**src/rtl/usb_rx.sv**
```systemverilog
`default_nettype none
// ============================================================================
//  Module   : usb_rx (with package usb_rx_pkg)
//  Purpose  : USB Low Speed (1.5 Mbit/s) receiver, receive half of the SIE
//             line interface. Recovers bit timing at 16x oversampling,
//             detects SYNC, NRZI-decodes, removes stuffed bits, assembles
//             bytes LSB-first, and reports EOP and stuff/framing errors.
//  Ports    : clk     - 24 MHz system clock
//             reset   - asynchronous active-low reset (0 = reset)
//             d_i     - D+/D- line pair, asynchronous to clk
//             rx_en   - receiver enable (tie to ~d_en of the transmitter)
//             data    - last received byte, held until the next valid
//             valid   - one-cycle strobe, new byte on data
//             active  - high from SYNC accepted until EOP or abort
//             eop     - one-cycle strobe, packet ended cleanly
//             error   - one-cycle strobe, stuff error / SE1 / EOP mid-byte
//  Revision : 1.0 - initial release
// ============================================================================

package usb_rx_pkg;
  // Low speed line states: J = D+ low / D- high, K = D+ high / D- low.
  typedef struct packed {
    logic dp;
    logic dm;
  } d_port_t;

  localparam d_port_t LINE_J   = 2'b01;
  localparam d_port_t LINE_K   = 2'b10;
  localparam d_port_t LINE_SE0 = 2'b00;
  localparam d_port_t LINE_SE1 = 2'b11;
endpackage

module usb_rx
  import usb_rx_pkg::*;
#(
  parameter int CLK_PER_BIT  = 16,
  parameter int SAMPLE_PHASE = 8
) (
  input  logic       clk,
  input  logic       reset,
  input  d_port_t    d_i,
  input  logic       rx_en,
  output logic [7:0] data,
  output logic       valid,
  output logic       active,
  output logic       eop,
  output logic       error
);

  typedef enum logic [2:0] {
    S_IDLE  = 3'd0,
    S_SYNC  = 3'd1,
    S_DATA  = 3'd2,
    S_EOP   = 3'd3,
    S_ABORT = 3'd4
  } state_t;

  localparam logic [3:0] PH_LAST  = 4'(CLK_PER_BIT - 1);
  localparam logic [3:0] PH_STRB  = 4'(SAMPLE_PHASE - 1);
  localparam logic [7:0] SYNC_PAT = 8'h80;

  state_t     state, state_nx;
  d_port_t    sync_q1, line, line_q;
  logic [3:0] phase;
  logic       prev_lvl;     // previous sampled level as D+ (J = 0, K = 1)
  logic [7:0] shreg;
  logic [2:0] bit_cnt;
  logic [2:0] ones_cnt;
  logic [3:0] sync_cnt;
  logic       j_seen;       // last ABORT strobe saw J

  logic       line_j, line_k, line_se0, line_se1, jk_edge, strobe, dbit;
  logic [7:0] shifted;
  logic       valid_nx, eop_nx, err_nx;
  logic       enter_sync, sync_shift, take_bit, drop_stuff;

  assign line_j   = (line == LINE_J);
  assign line_k   = (line == LINE_K);
  assign line_se0 = (line == LINE_SE0);
  assign line_se1 = (line == LINE_SE1);
  // Only J<->K transitions carry timing; SE0/SE1 edges are not used to resync.
  assign jk_edge  = (line_j && (line_q == LINE_K)) || (line_k && (line_q == LINE_J));
  assign strobe   = (phase == PH_STRB);
  assign dbit     = (line.dp == prev_lvl);
  assign shifted  = {dbit, shreg[7:1]};

  // --------------------------------------------------------------------------
  // Next-state and pulse decode
  // --------------------------------------------------------------------------
  always_comb begin
    state_nx   = state;
    valid_nx   = 1'b0;
    eop_nx     = 1'b0;
    err_nx     = 1'b0;
    enter_sync = 1'b0;
    sync_shift = 1'b0;
    take_bit   = 1'b0;
    drop_stuff = 1'b0;
    if (!rx_en) begin
      state_nx = S_IDLE;
    end else begin
      unique case (state)
        S_IDLE: begin
          if (line_k) begin
            state_nx   = S_SYNC;
            enter_sync = 1'b1;
          end
        end
        S_SYNC: begin
          if (strobe) begin
            if (line_se0) begin
              state_nx = S_IDLE;
            end else if (shifted == SYNC_PAT) begin
              state_nx = S_DATA;
            end else if (sync_cnt == 4'd15) begin
              state_nx = S_IDLE;
            end else begin
              sync_shift = 1'b1;
            end
          end
        end
        S_DATA: begin
          if (strobe) begin
            if (line_se1) begin
              err_nx   = 1'b1;
              state_nx = S_ABORT;
            end else if (line_se0) begin
              if (bit_cnt == 3'd0) begin
                state_nx = S_EOP;
              end else begin
                err_nx   = 1'b1;
                state_nx = S_ABORT;
              end
            end else if (ones_cnt == 3'd6) begin
              if (dbit) begin
                err_nx   = 1'b1;
                state_nx = S_ABORT;
              end else begin
                drop_stuff = 1'b1;
              end
            end else begin
              take_bit = 1'b1;
              valid_nx = (bit_cnt == 3'd7);
            end
          end
        end
        S_EOP: begin
          if (strobe) begin
            if (line_j) begin
              eop_nx   = 1'b1;
              state_nx = S_IDLE;
            end else if (line_k || line_se1) begin
              err_nx   = 1'b1;
              state_nx = S_ABORT;
            end
          end
        end
        S_ABORT: begin
          if (strobe && line_j && j_seen) begin
            state_nx = S_IDLE;
          end
        end
        default: state_nx = S_IDLE;
      endcase
    end
  end

  // --------------------------------------------------------------------------
  // State register
  // --------------------------------------------------------------------------
  always_ff @(posedge clk or negedge reset) begin
    if (!reset) begin
      state <= S_IDLE;
    end else begin
      state <= state_nx;
    end
  end

  // --------------------------------------------------------------------------
  // Input synchronizer, bit timing and datapath
  // --------------------------------------------------------------------------
  always_ff @(posedge clk or negedge reset) begin
    if (!reset) begin
      sync_q1  <= LINE_J;
      line     <= LINE_J;
      line_q   <= LINE_J;
      phase    <= 4'd0;
      prev_lvl <= 1'b0;
      shreg    <= 8'h00;
      bit_cnt  <= 3'd0;
      ones_cnt <= 3'd0;
      sync_cnt <= 4'd0;
      j_seen   <= 1'b0;
      data     <= 8'h00;
      valid    <= 1'b0;
      eop      <= 1'b0;
      error    <= 1'b0;
      active   <= 1'b0;
    end else begin
      sync_q1 <= d_i;
      line    <= sync_q1;
      line_q  <= line;

      if (((state == S_IDLE) && line_j) || jk_edge || (phase == PH_LAST)) begin
        phase <= 4'd0;
      end else begin
        phase <= phase + 4'd1;
      end

      if (strobe) begin
        prev_lvl <= line.dp;
      end

      // Seeding with all ones keeps the SYNC compare from matching before a
      // full eight decoded bits have been shifted in.
      if (enter_sync) begin
        prev_lvl <= 1'b0;
        shreg    <= 8'hFF;
        sync_cnt <= 4'd0;
      end

      if (sync_shift) begin
        shreg    <= shifted;
        sync_cnt <= sync_cnt + 4'd1;
      end

      if ((state == S_SYNC) && (state_nx == S_DATA)) begin
        bit_cnt  <= 3'd0;
        ones_cnt <= 3'd0;
      end

      if (take_bit) begin
        shreg    <= shifted;
        bit_cnt  <= (bit_cnt == 3'd7) ? 3'd0 : bit_cnt + 3'd1;
        ones_cnt <= dbit ? ones_cnt + 3'd1 : 3'd0;
        if (bit_cnt == 3'd7) begin
          data <= shifted;
        end
      end

      if (drop_stuff) begin
        ones_cnt <= 3'd0;
      end

      if (state != S_ABORT) begin
        j_seen <= 1'b0;
      end else if (strobe) begin
        j_seen <= line_j;
      end

      valid  <= valid_nx;
      eop    <= eop_nx;
      error  <= err_nx;
      active <= (state_nx == S_DATA) || (state_nx == S_EOP);
    end
  end

endmodule
`default_nettype wire

```
**config.mk**
```make
export PLATFORM = sky130hd
export DESIGN_NAME = usb_rx
export DESIGN_NICKNAME = d
export VERILOG_FILES = /design/src/rtl/usb_rx.sv
export SDC_FILE = /design/constraint.sdc
export NUM_CORES = 1
export LEC_CHECK = 0
export CELL_PAD_IN_SITES_DETAIL_PLACEMENT = 0
export CELL_PAD_IN_SITES_GLOBAL_PLACEMENT = 1
export CORE_ASPECT_RATIO = 0.9
export CORE_MARGIN = 2
export CORE_UTILIZATION = 55
export CTS_BUF_LIST = sky130_fd_sc_hd__clkbuf_8
export CTS_CLUSTER_DIAMETER = 30
export CTS_CLUSTER_SIZE = 14
export DETAILED_ROUTE_END_ITERATION = 7
export DONT_BUFFER_PORTS = 1
export PLACE_DENSITY = 0.82
export SETUP_SLACK_MARGIN = 0.4
export SLEW_MARGIN = 20
export SYNTH_ARGS = -nofsm -noshare
export SYNTH_HDL_FRONTEND = slang
export SYNTH_SLANG_ARGS = --single-unit
```
**constraint.sdc**
```tcl
create_clock -name clk -period 6.55 [get_ports clk]
set_input_delay 1.31 -clock clk [delete_from_list [all_inputs] [get_ports clk]]
set_output_delay 1.31 -clock clk [all_outputs]
set_load 0.03 [all_outputs]
```
Word level (Yosys, flattened, before mapping)
Index checks and enable logic that the tools add are counted.
{"block": "word_totals", "regBits": 45, "in_bits": 5, "out_inout_bits": 12, "wordCells": 139}
{"block": "op_classes", "addsub": 4, "eq_ne": 19, "n_mux": 76, "reduce_logical": 21}
{"op": "$mux W3", "count": 22}
{"op": "$mux W1", "count": 46}
{"op": "$mux W8", "count": 3}
{"op": "$pmux W3 S5", "count": 1}
{"op": "$eq A3 B2 Y1 const B", "count": 4}
{"op": "$mux W4", "count": 3}
{"op": "$eq A3 B3 Y1 const B", "count": 3}
{"op": "$add A4 B1 Y4 const B", "count": 2}
{"op": "$eq A4 B4 Y1 const B", "count": 2}
{"op": "$eq A8 B8 Y1 const B", "count": 1}
{"op": "$reduce_bool A2 Y1", "count": 4}
{"op": "$add A3 B1 Y3 const B", "count": 2}
{"op": "$eq A2 B2 Y1 const B", "count": 3}
{"op": "$logic_and A1 B1 Y1", "count": 6}
{"op": "$logic_not A3 Y1", "count": 2}
{"op": "$reduce_bool A3 Y1", "count": 2}
{"op": "$logic_or A1 B1 Y1", "count": 5}
{"op": "$eq A2 B1 Y1 const B", "count": 2}
{"op": "$eq A4 B3 Y1 const B", "count": 1}
{"op": "$eq A3 B1 Y1 const B", "count": 1}
{"op": "$ne A3 B3 Y1 const B", "count": 1}
{"op": "$logic_not A2 Y1", "count": 1}
{"op": "$pmux W1 S2", "count": 1}
{"op": "$reduce_and A2 Y1", "count": 1}
{"op": "$eq A1 B1 Y1", "count": 1}

Depth between registers and ports, before layout
Gate-level depths: netlist of the first run.
{"block": "logic_depth", "ltp_word": 13, "mapped_depth": 8, "ltp_nobuf": 7}

Least setup slack after synthesis of the first run
Ideal clock, no wire load.
{"block": "synth_timing", "kind": "in2reg", "startpoint": "in rx_en", "endpoint": "reg shreg[2]", "arrival_time_ns": 2.769, "required_time_ns": 6.417, "setup_slack_ns": 3.648, "cell_stages": 7, "path_buffers": 3, "path_cell_list": "clkbuf_1 > nand4b_1 > or4_4 > buf_6 > clkbuf_1 > a21oi_1 > a31oi_1"}
{"block": "synth_between", "elab_chain_cells": 3}
{"element": "start: declaration", "line_no": "42", "text": "input logic rx_en,"}
{"element": "$mux W1", "line_no": "99", "text": "if (!rx_en) begin"}
{"element": "$mux W8", "line_no": "222", "text": "if (sync_shift) begin"}
{"element": "$mux W8", "line_no": "232", "text": "if (take_bit) begin"}
{"element": "end signal: assignment", "line_no": "223", "text": "shreg <= shifted;"}
{"element": "end signal: assignment", "line_no": "233", "text": "shreg <= shifted;"}
{"element": "end: declaration", "line_no": "66", "text": "logic [7:0] shreg;"}
Parallel ways exist; a longest one is shown, timed or not.
A chain may end at the register's enable or synchronous reset.

Worst setup path after layout of the first run
{"block": "layout_timing", "startpoint": "in rx_en", "endpoint": "reg data[7]"}
{"block": "layout_between", "elab_chain_cells": 2}
{"element": "$mux W1", "line_no": "99"}
{"element": "$reduce_and A2 Y1 (no source line)"}
{"element": "end signal: assignment", "line_no": "237", "text": "data <= shifted;"}
{"element": "end: declaration", "line_no": "43", "text": "output logic [7:0] data,"}
Every way passes these cells.

==> flow_results.org, run 1 <==
** Power
- Cell Pwr Density :: about 240 mW/mm^2
- Static Leakage :: 1.003 nW
- Power Total :: 0.5322 mW
- Peak supply drop :: 0.1605 mV

** Synth
- Synth unique cells :: 46
- Async SR Flop Fraction :: 100.0%
- Synth Warn # :: 0
- Net count after synthesis :: between 200 and 250
- Post-Syn Instances :: 210
- Post-synthesis instance area :: a little over 0.002 sq mm
- Dominant synthesized flop cell :: sky130_fd_sc_hd__dfrtp_1
- FF+latch count, synth :: 44
- Counting flops with a built-in enable in the synthesized netlist gives 0.
- Share of the yosys chip area belonging to registers :: between 50% and 60%
- A synthesized cell averages 9.896 sq um.

** Setup path
- Worst Setup Start Kind :: input pin
- Crit. Startpoint :: rx_en
- RR Endpoint :: data[7]
- Worst-path fanout max :: 14
- Critical path capture point type :: flip-flop
- The setup path with the least slack is of type input pin to flip-flop.
- Traced cell by cell, the critical path runs through nand4b_1 > nor4_1 > nand2_1 > mux2_2.
- Data on the critical path is required at its endpoint by 6.73 ns.
- CP arrival :: about 3 ns
- Cell with the largest stage delay on the worst path :: sky130_fd_sc_hd__nor4_1
- Worst reg-to-reg setup slack :: 4.05 ns
- On the worst path, the slowest cell contributes a delay of about 0.64 ns.
- Startpoint of the lowest-slack register-to-register path :: state[2]
- Depth of the worst register-to-register path :: 4
- Count of buffering cells on the critical path with inverters included :: 0
- The cell family contributing the most delay on the critical path is simple AND/OR/NAND/NOR gates.

** Global routing
- Pin count of the biggest net entering global routing :: 45
- The number of global-route vias before repair came to 1449.
- Remaining global-route overflow :: 0
- The first global-routing pass estimated 6934 um of wire.
- The number of antenna violations at the first check in global routing was 0.
- Overall Global Routing Usage :: 21.57%

** Place
- At the end of routability-driven placement, the weighted congestion stood at 0.8474.
- Port buffering added 0 buffers.
- After detailed placement, the design holds a cell count of 247.
- Post-DP HPWL :: around 2900 um
- Summing all placed instances gives a cell area of 0.002085 sq mm.
- Place WS :: 3.479 ns

** Routing
- The first detailed-routing pass took 5 iterations.
- Iteration-0 DRC count of the detailed router :: 134
- After detailed routing, the average wire length per cell comes to 15.62 um.
- After detailed routing, the total wire length is 3984 um.
- In this run the remaining antenna-violating nets after routing total 0.
- In the routed layout, each cell is associated on average with a via count of 5.953.
- # DRC :: 0
- Vias :: 1518

** STA
- Maximum clock frequency :: 360.2 MHz
- Final Hold Slack :: approximately 0.35 ns
- Setup violations remaining at the end of the flow were counted as 0.
- Setup repair after global routing left no endpoint under its margin.
- Counting I/O delays and the setup requirement, the final critical path takes 2.776 ns.
- For the pin with the worst max-slew slack, the measured transition is approximately 0.66 ns.
- Max-slew violations :: 0
- Of the available clock period, the critical path in the final layout requires 42.38%.
- Adding up every negative setup slack in the final design gives 0 ns.
- Max-slew headroom at the worst pin :: 55.46%
- The worst path meets setup with 3.774 ns of slack.
- The clock arrives with 0.004447 ns of skew.
- Final hold violation count :: 0

** Clock network
- After clock tree synthesis, the repair step resized 0 gates.
- Buffers added to address setup during post-CTS repair amount to 0.
- Maximum level of the CTS H-tree :: 2
- Number of buffers inserted by hold repair at cts :: 0
- Counting every sink on the clock net gives between 40 and 50.
- After clock tree synthesis, the clock-pin slew on the worst setup and hold paths is 0.08 ns.
- The later pin in the worst-skew pair is clocked with a latency of slightly below 0.3 ns.
- Counting the buffers created by CTS gives 5.
- Clock Tree Buf Depth :: 2
- Cell chosen for the clock root :: sky130_fd_sc_hd__clkbuf_8
- TritonCTS built the clock tree.

** Floorplanning
- In this run the vertical extent of the chip is 62.32 um.
- Die outline width :: 68.80 um
- The initial utilization of the core area, before any placement, comes to 56.50%.
- Standard-cell rows :: 21
- In this run the count of I/O pins placed on the die edge is 17.
- The floorplan step defined a die boundary enclosing 0.004287 sq mm.
- After floorplanning, the core was sized to cover about 0.0037 sq mm.

** Min path
- Counting instances, the worst hold path has a depth of 0.
- Hold path startpoint :: sync_q1[1]
- Hold WC Path Type :: flip-flop to flip-flop
- The path with the worst hold slack has its endpoint at line[1].

** Layout
- Most used cells in the layout excluding fill and tap cells :: sky130_fd_sc_hd__dfrtp_1, sky130_fd_sc_hd__nand2_1, sky130_fd_sc_hd__inv_1, sky130_fd_sc_hd__a21oi_1, sky130_fd_sc_hd__o21ai_0
- Fin cells :: 255
- Synth-to-Final Area Change :: 4.636%
- For this run, the post-layout net count is 220.
- After routing the design area is 0.002175 sq mm.
- Final Util :: 59.12%
- The repair_antennas step left the layout with diodes totalling 0.
- In the final layout, the share of cells above drive strength 1 is 8.134%.
- Leading cell type in the layout, fill and taps excluded :: sky130_fd_sc_hd__dfrtp_1

** Status
- Result of the run :: complete, no violations

** Job
- Max-cap violations :: 0
-- how the worst max path moves through the flow --
stage | slack (ns) | cells after the start | end
2_1_floorplan | 3.65 | 7 | shreg[2]
3_3_place_gp | 3.66 | 4 | data[7]
3_5_place_dp | 3.48 | 4 | data[7]
4_1_cts | 3.78 | 4 | data[7]
5_1_grt | 3.64 | 4 | data[7]
6_report | 3.77 | 4 | data[7]
-- sequential cells by signal (all words and copies together) (netlist names) --
signal	cells
shreg	7
prev_lvl	1
active	1
valid	1
sync_q1	2
sync_cnt	4
ones_cnt	3
eop	1
bit_cnt	3
j_seen	1
phase	4
line	2
error	1
state	3
line_q	2
data	8
-- worst reg2reg max path: stages (launching register included) --
cell and delay (ns):
sky130_fd_sc_hd__dfrtp_1 0.47, sky130_fd_sc_hd__or3b_1 0.50, sky130_fd_sc_hd__nor4_1 0.63, sky130_fd_sc_hd__nand2_1 0.41, sky130_fd_sc_hd__mux2_2 0.38
-- layer usage --
layer  GRT usage [%]  vias to the layer above  wire (um)
met1           33.98                      743       2069
met3           7.246                        5        158
met2           28.97                       32       1725
li1                -                      738          -
met4           4.412                        0         29
met5               0                        -          0
-- where the power goes --
group          internal (mW)  switching, mW
clock                 0.0828         0.0836
combinational         0.0246         0.0317
sequential             0.289         0.0201
-- kinds of logic after synthesis --
family | share of synthesized area, %
multiplexers | 1.565
AO/OA/AOI/OAI | 14.21
AND/OR/NAND/NOR | 20.35
buffers and inverters | 4.816
adder cells (fa/ha/maj) | 4.214
flip-flops | 53.16
XOR/XNOR | 1.686
-- Yosys cell counts (all sizes together), types with 3 or more instances --
| cell | number | area [sq um] |
|---|---|---|
| a21oi | 14 | 70.07 |
| a31oi | 6 | 37.54 |
| and3 | 5 | 31.28 |
| buf | 3 | 27.52 |
| clkbuf | 6 | 23.77 |
| dfrtp | 41 | 1026 |
| dfstp | 3 | 78.83 |
| ha | 7 | 87.58 |
| inv | 13 | 48.79 |
| nand2 | 26 | 97.59 |
| nand3 | 11 | 55.05 |
| nor2 | 12 | 45.04 |
| nor2b | 4 | 25.02 |
| nor3 | 5 | 25.02 |
| nor4 | 3 | 18.77 |
| o21ai | 14 | 70.06 |
| or4 | 4 | 37.53 |
| xnor2 | 3 | 26.28 |
-- area by class of cell --
| type | instances | area (sq um) |
|---|---|---|
| clock inverter | 2 | 7.507 |
| tap | 46 | 57.56 |
| clock buffer | 6 | 82.58 |
| fill | 328 | 1504 |
| multi-input combinational | 144 | 873.3 |
| sequential | 44 | 1105 |
| inverter | 13 | 48.80 |
Power figures use the tool's default switching activity.
==> inputs of run 2 (changes only) <==
CORE_UTILIZATION = 46   (was 55)
PLACE_DENSITY = 0.73   (was 0.82)
clock period = 2.4 ns   (was 6.55 ns; I/O delays follow)
==> run 2 against run 1 <==
- non-clock buffer count grew 18
- critical path depth up 1
- final area is 12% higher
- largest power group unchanged
==> flow_results.org, run 2 (synthesized netlist as in run 1, its figures left out) <==
** Status
- Result of the run :: complete, no violations

** Global routing
- The number of global-route vias before repair was approximately 1600.
- In the global route stage, overall resource usage came out at between 10% and 20%.
- Pin count of the biggest net entering global routing :: between 40 and 50
- The first global-routing pass estimated 7458 um of wire.
- After global routing the overflow that remains totals 0.
- Number of antenna violations at the first check in global routing :: 0

** Setup path
- Depth of the critical timing path with buffers and inverters included :: 5
- Worst-path fanout max :: 8
- Worst reg-to-reg setup slack :: 0.42 ns
- In this design, the stage delay of the slowest critical-path cell is 0.56 ns.
- Among the stages of the critical path, the cell type that occurs most often is sky130_fd_sc_hd__or4_4.
- Startpoint of the lowest-slack register-to-register path :: line[0]
- Counting cells, the worst reg-to-reg path comes to 5.
- Critical path capture point type :: flip-flop
- RR Endpoint :: shreg[6]
- Count of buffering cells on the critical path with inverters included :: 0
- The critical path goes through nor2_4 > or4_4 > or4_4 > and2_4 > a31oi_1.
- In this run the worst setup path terminates at shreg[6].
- The most critical setup path has its startpoint at line[0].
- Critical path type :: flip-flop to flip-flop
- The worst setup path is launched from a flip-flop.
- Cell with the largest stage delay on the worst path :: sky130_fd_sc_hd__dfstp_2
- Kind of cell adding the most delay to the critical path :: simple AND/OR/NAND/NOR gates
- Data on the critical path arrives at its endpoint at 2.19 ns.
- Data required, critical path :: 2.61 ns

** Layout
- More flip-flops sit in one register than any other, and that register is data.
- Synth-to-Final Area Change :: 17.64%
- Antenna diode instance count :: 0
- Leaving out fill and tap cells, the most frequent cell in the layout is sky130_fd_sc_hd__dfrtp_1.
- Layout fillers :: around 380
- Max FFs per register :: 8
- The top cell types in the final layout, fill and taps aside, are sky130_fd_sc_hd__dfrtp_1, sky130_fd_sc_hd__nand2_1, sky130_fd_sc_hd__buf_4.
- Once layout is complete, the cells apart from fillers number between 200 and 300.
- Largest registers ranked by flip-flop count :: data (8), shreg (7)
- Once layout is done, the placed cells without fillers occupy 0.002445 sq mm.
- Final Util :: 55.53%
- The net count of the finished layout is 239.
- Fraction of final layout cells sized beyond drive strength 1 :: 22.37%

** Clock network
- The clock reaches the later pin of the worst-skew pair after 0.30 ns.
- TritonCTS built the clock tree.
- Clock Tree Buf Depth :: 2
- Cell chosen for the clock root :: sky130_fd_sc_hd__clkbuf_8
- The H-tree was split into 2 levels.
- The clock drives 44 sinks.
- TritonCTS created 5 clock buffers.
- After clock tree synthesis, the clock-pin slew on the worst setup and hold paths is 0.08 ns.

** Routing
- The detail route stage leaves a number of antenna-violating nets equal to 0.
- Vias :: 1597
- The pre-antenna-repair detailed-routing pass consisted of 4 iterations.
- Vias per inst :: 5.507
- Iteration-0 DRC count of the detailed router :: 80
- Final routed wirelength across all metal layers :: 4621 um
- Dividing the detail-routed wire length by the instance count gives 15.93 um.
- # DRC :: 0

** STA
- Unrepaired setup endpoints after global routing :: yes
- On the final layout, the worst clock skew is 0.01016 ns.
- In the finished design, the share of the clock period the worst path needs comes to 82.47%.
- Crit path time final :: 1.979 ns
- Worst slew pin tran :: between 0.5 and 0.6 ns
- Final Worst Setup Slack :: approximately 0.42 ns
- Maximum clock frequency :: just over 500 MHz
- Setup violations remaining at the end of the flow were counted as 0.
- Final Hold Slack :: ~0.019 ns
- Headroom to the max-slew limit came out at 65.88%.
- The number of pins with negative max-slew slack in the final report came to 0.
- Final hold violation count :: 0
- Summed over all failing endpoints, the final setup total negative slack is 0 ns.

** Place
- The number of placed instances, taps included, is 268.
- Timing analysis after detailed placement gives a worst setup slack of 0.2045 ns.
- Routability-driven placement finished with a final weighted congestion of 0.8465.
- Summing all placed instances gives a cell area of 0.002156 sq mm.
- Post-DP HPWL :: between 3000 and 4000 um
- IO Port Bufs :: 0

** Floorplanning
- Num ports :: 17
- Standard-cell rows :: 23
- The floorplan step defined a die boundary enclosing 0.005072 sq mm.
- The core region is 0.004403 sq mm.
- Y dimension of the die :: between 60 and 70 um
- The floorplan step set the die width to 74.85 um.
- The initial utilization of the core area, before any placement, comes to 47.20%.

** Power
- Switching power of the nets :: between 0.4 and 0.5 mW
- Sequential power share :: between 50% and 60%
- Proportion of power drawn by combinational gates :: 13.9%
- Net switching is between 20% and 30% of the power.
- Internal power summed over all cells :: between 1 and 1.5 mW
- VDD sags by at most 0.3599 mV.
- Clock network fraction of total power :: between 30% and 40%
- Cell Pwr Density :: 662.8 mW/mm^2
- Static Leakage :: 1.108 nW
- Power Total :: 1.620 mW

** Job
- Max-cap violations in this run came to 0.

** Min path
- The worst hold path belongs to the class input pin to asynchronous set/reset pin.
## run 2: power by group through the flow
stage / Sequential, mW / Combinational (mW) / Clock [mW]
global placement: 0.859 / 0.177 / 0
detailed placement: 0.861 / 0.176 / 0
global route: 0.862 / 0.255 / 0.591
floorplan: 0.843 / 0.135 / 0
CTS: 0.846 / 0.201 / 0.560
finish: 0.853 / 0.225 / 0.543
## run 2: how the worst min path moves through the flow
stage / start / endpoint / slack, ns / cells past startpoint
final: reset / sync_cnt[2] / 0.02 / 1
after global routing: reset / sync_q1[0] / 0.009 / 0
after CTS: reset / sync_q1[0] / 0.02 / 0
after detailed placement: reset / j_seen / 0.19 / 0
after global placement: reset / j_seen / 0.19 / 0
after floorplan: reset / active / 0.18 / 0
## run 2: timing repair
item | in CTS | in global routing
pin swaps | 2 | 2
cloned | 1 | 0
gates resized for setup | 8 | 11
buffers inserted | 3 | 9
setup endpoints to repair | 23 | 21
endpoints found under the hold margin | 41 | 0
hold buffers | 1 | 0
## run 2: metal layers
layer / wire length, um / global-route usage [%] / part of all wire (%)
met5: 0 / 0 / 0
met3: 256 / 5.075 / 5.5
met4: 81 / 7.366 / 1.8
met2: 2087 / 29.28 / 45
met1: 2195 / 27.78 / 48
## run 2: layout make-up
| type | count | area [sq um] | share of cell area (%) |
|---|---|---|---|
| inverter | 13 | 48.80 | 1.996 |
| timing repair buffer | 18 | 151.4 | 6.192 |
| sequential | 44 | 1110 | 45.39 |
| clock buffer | 5 | 68.82 | 2.815 |
| tap | 62 | 77.57 | 3.173 |
| clock inverter | 3 | 37.54 | 1.535 |
| multi-input combinational | 145 | 950.9 | 38.89 |
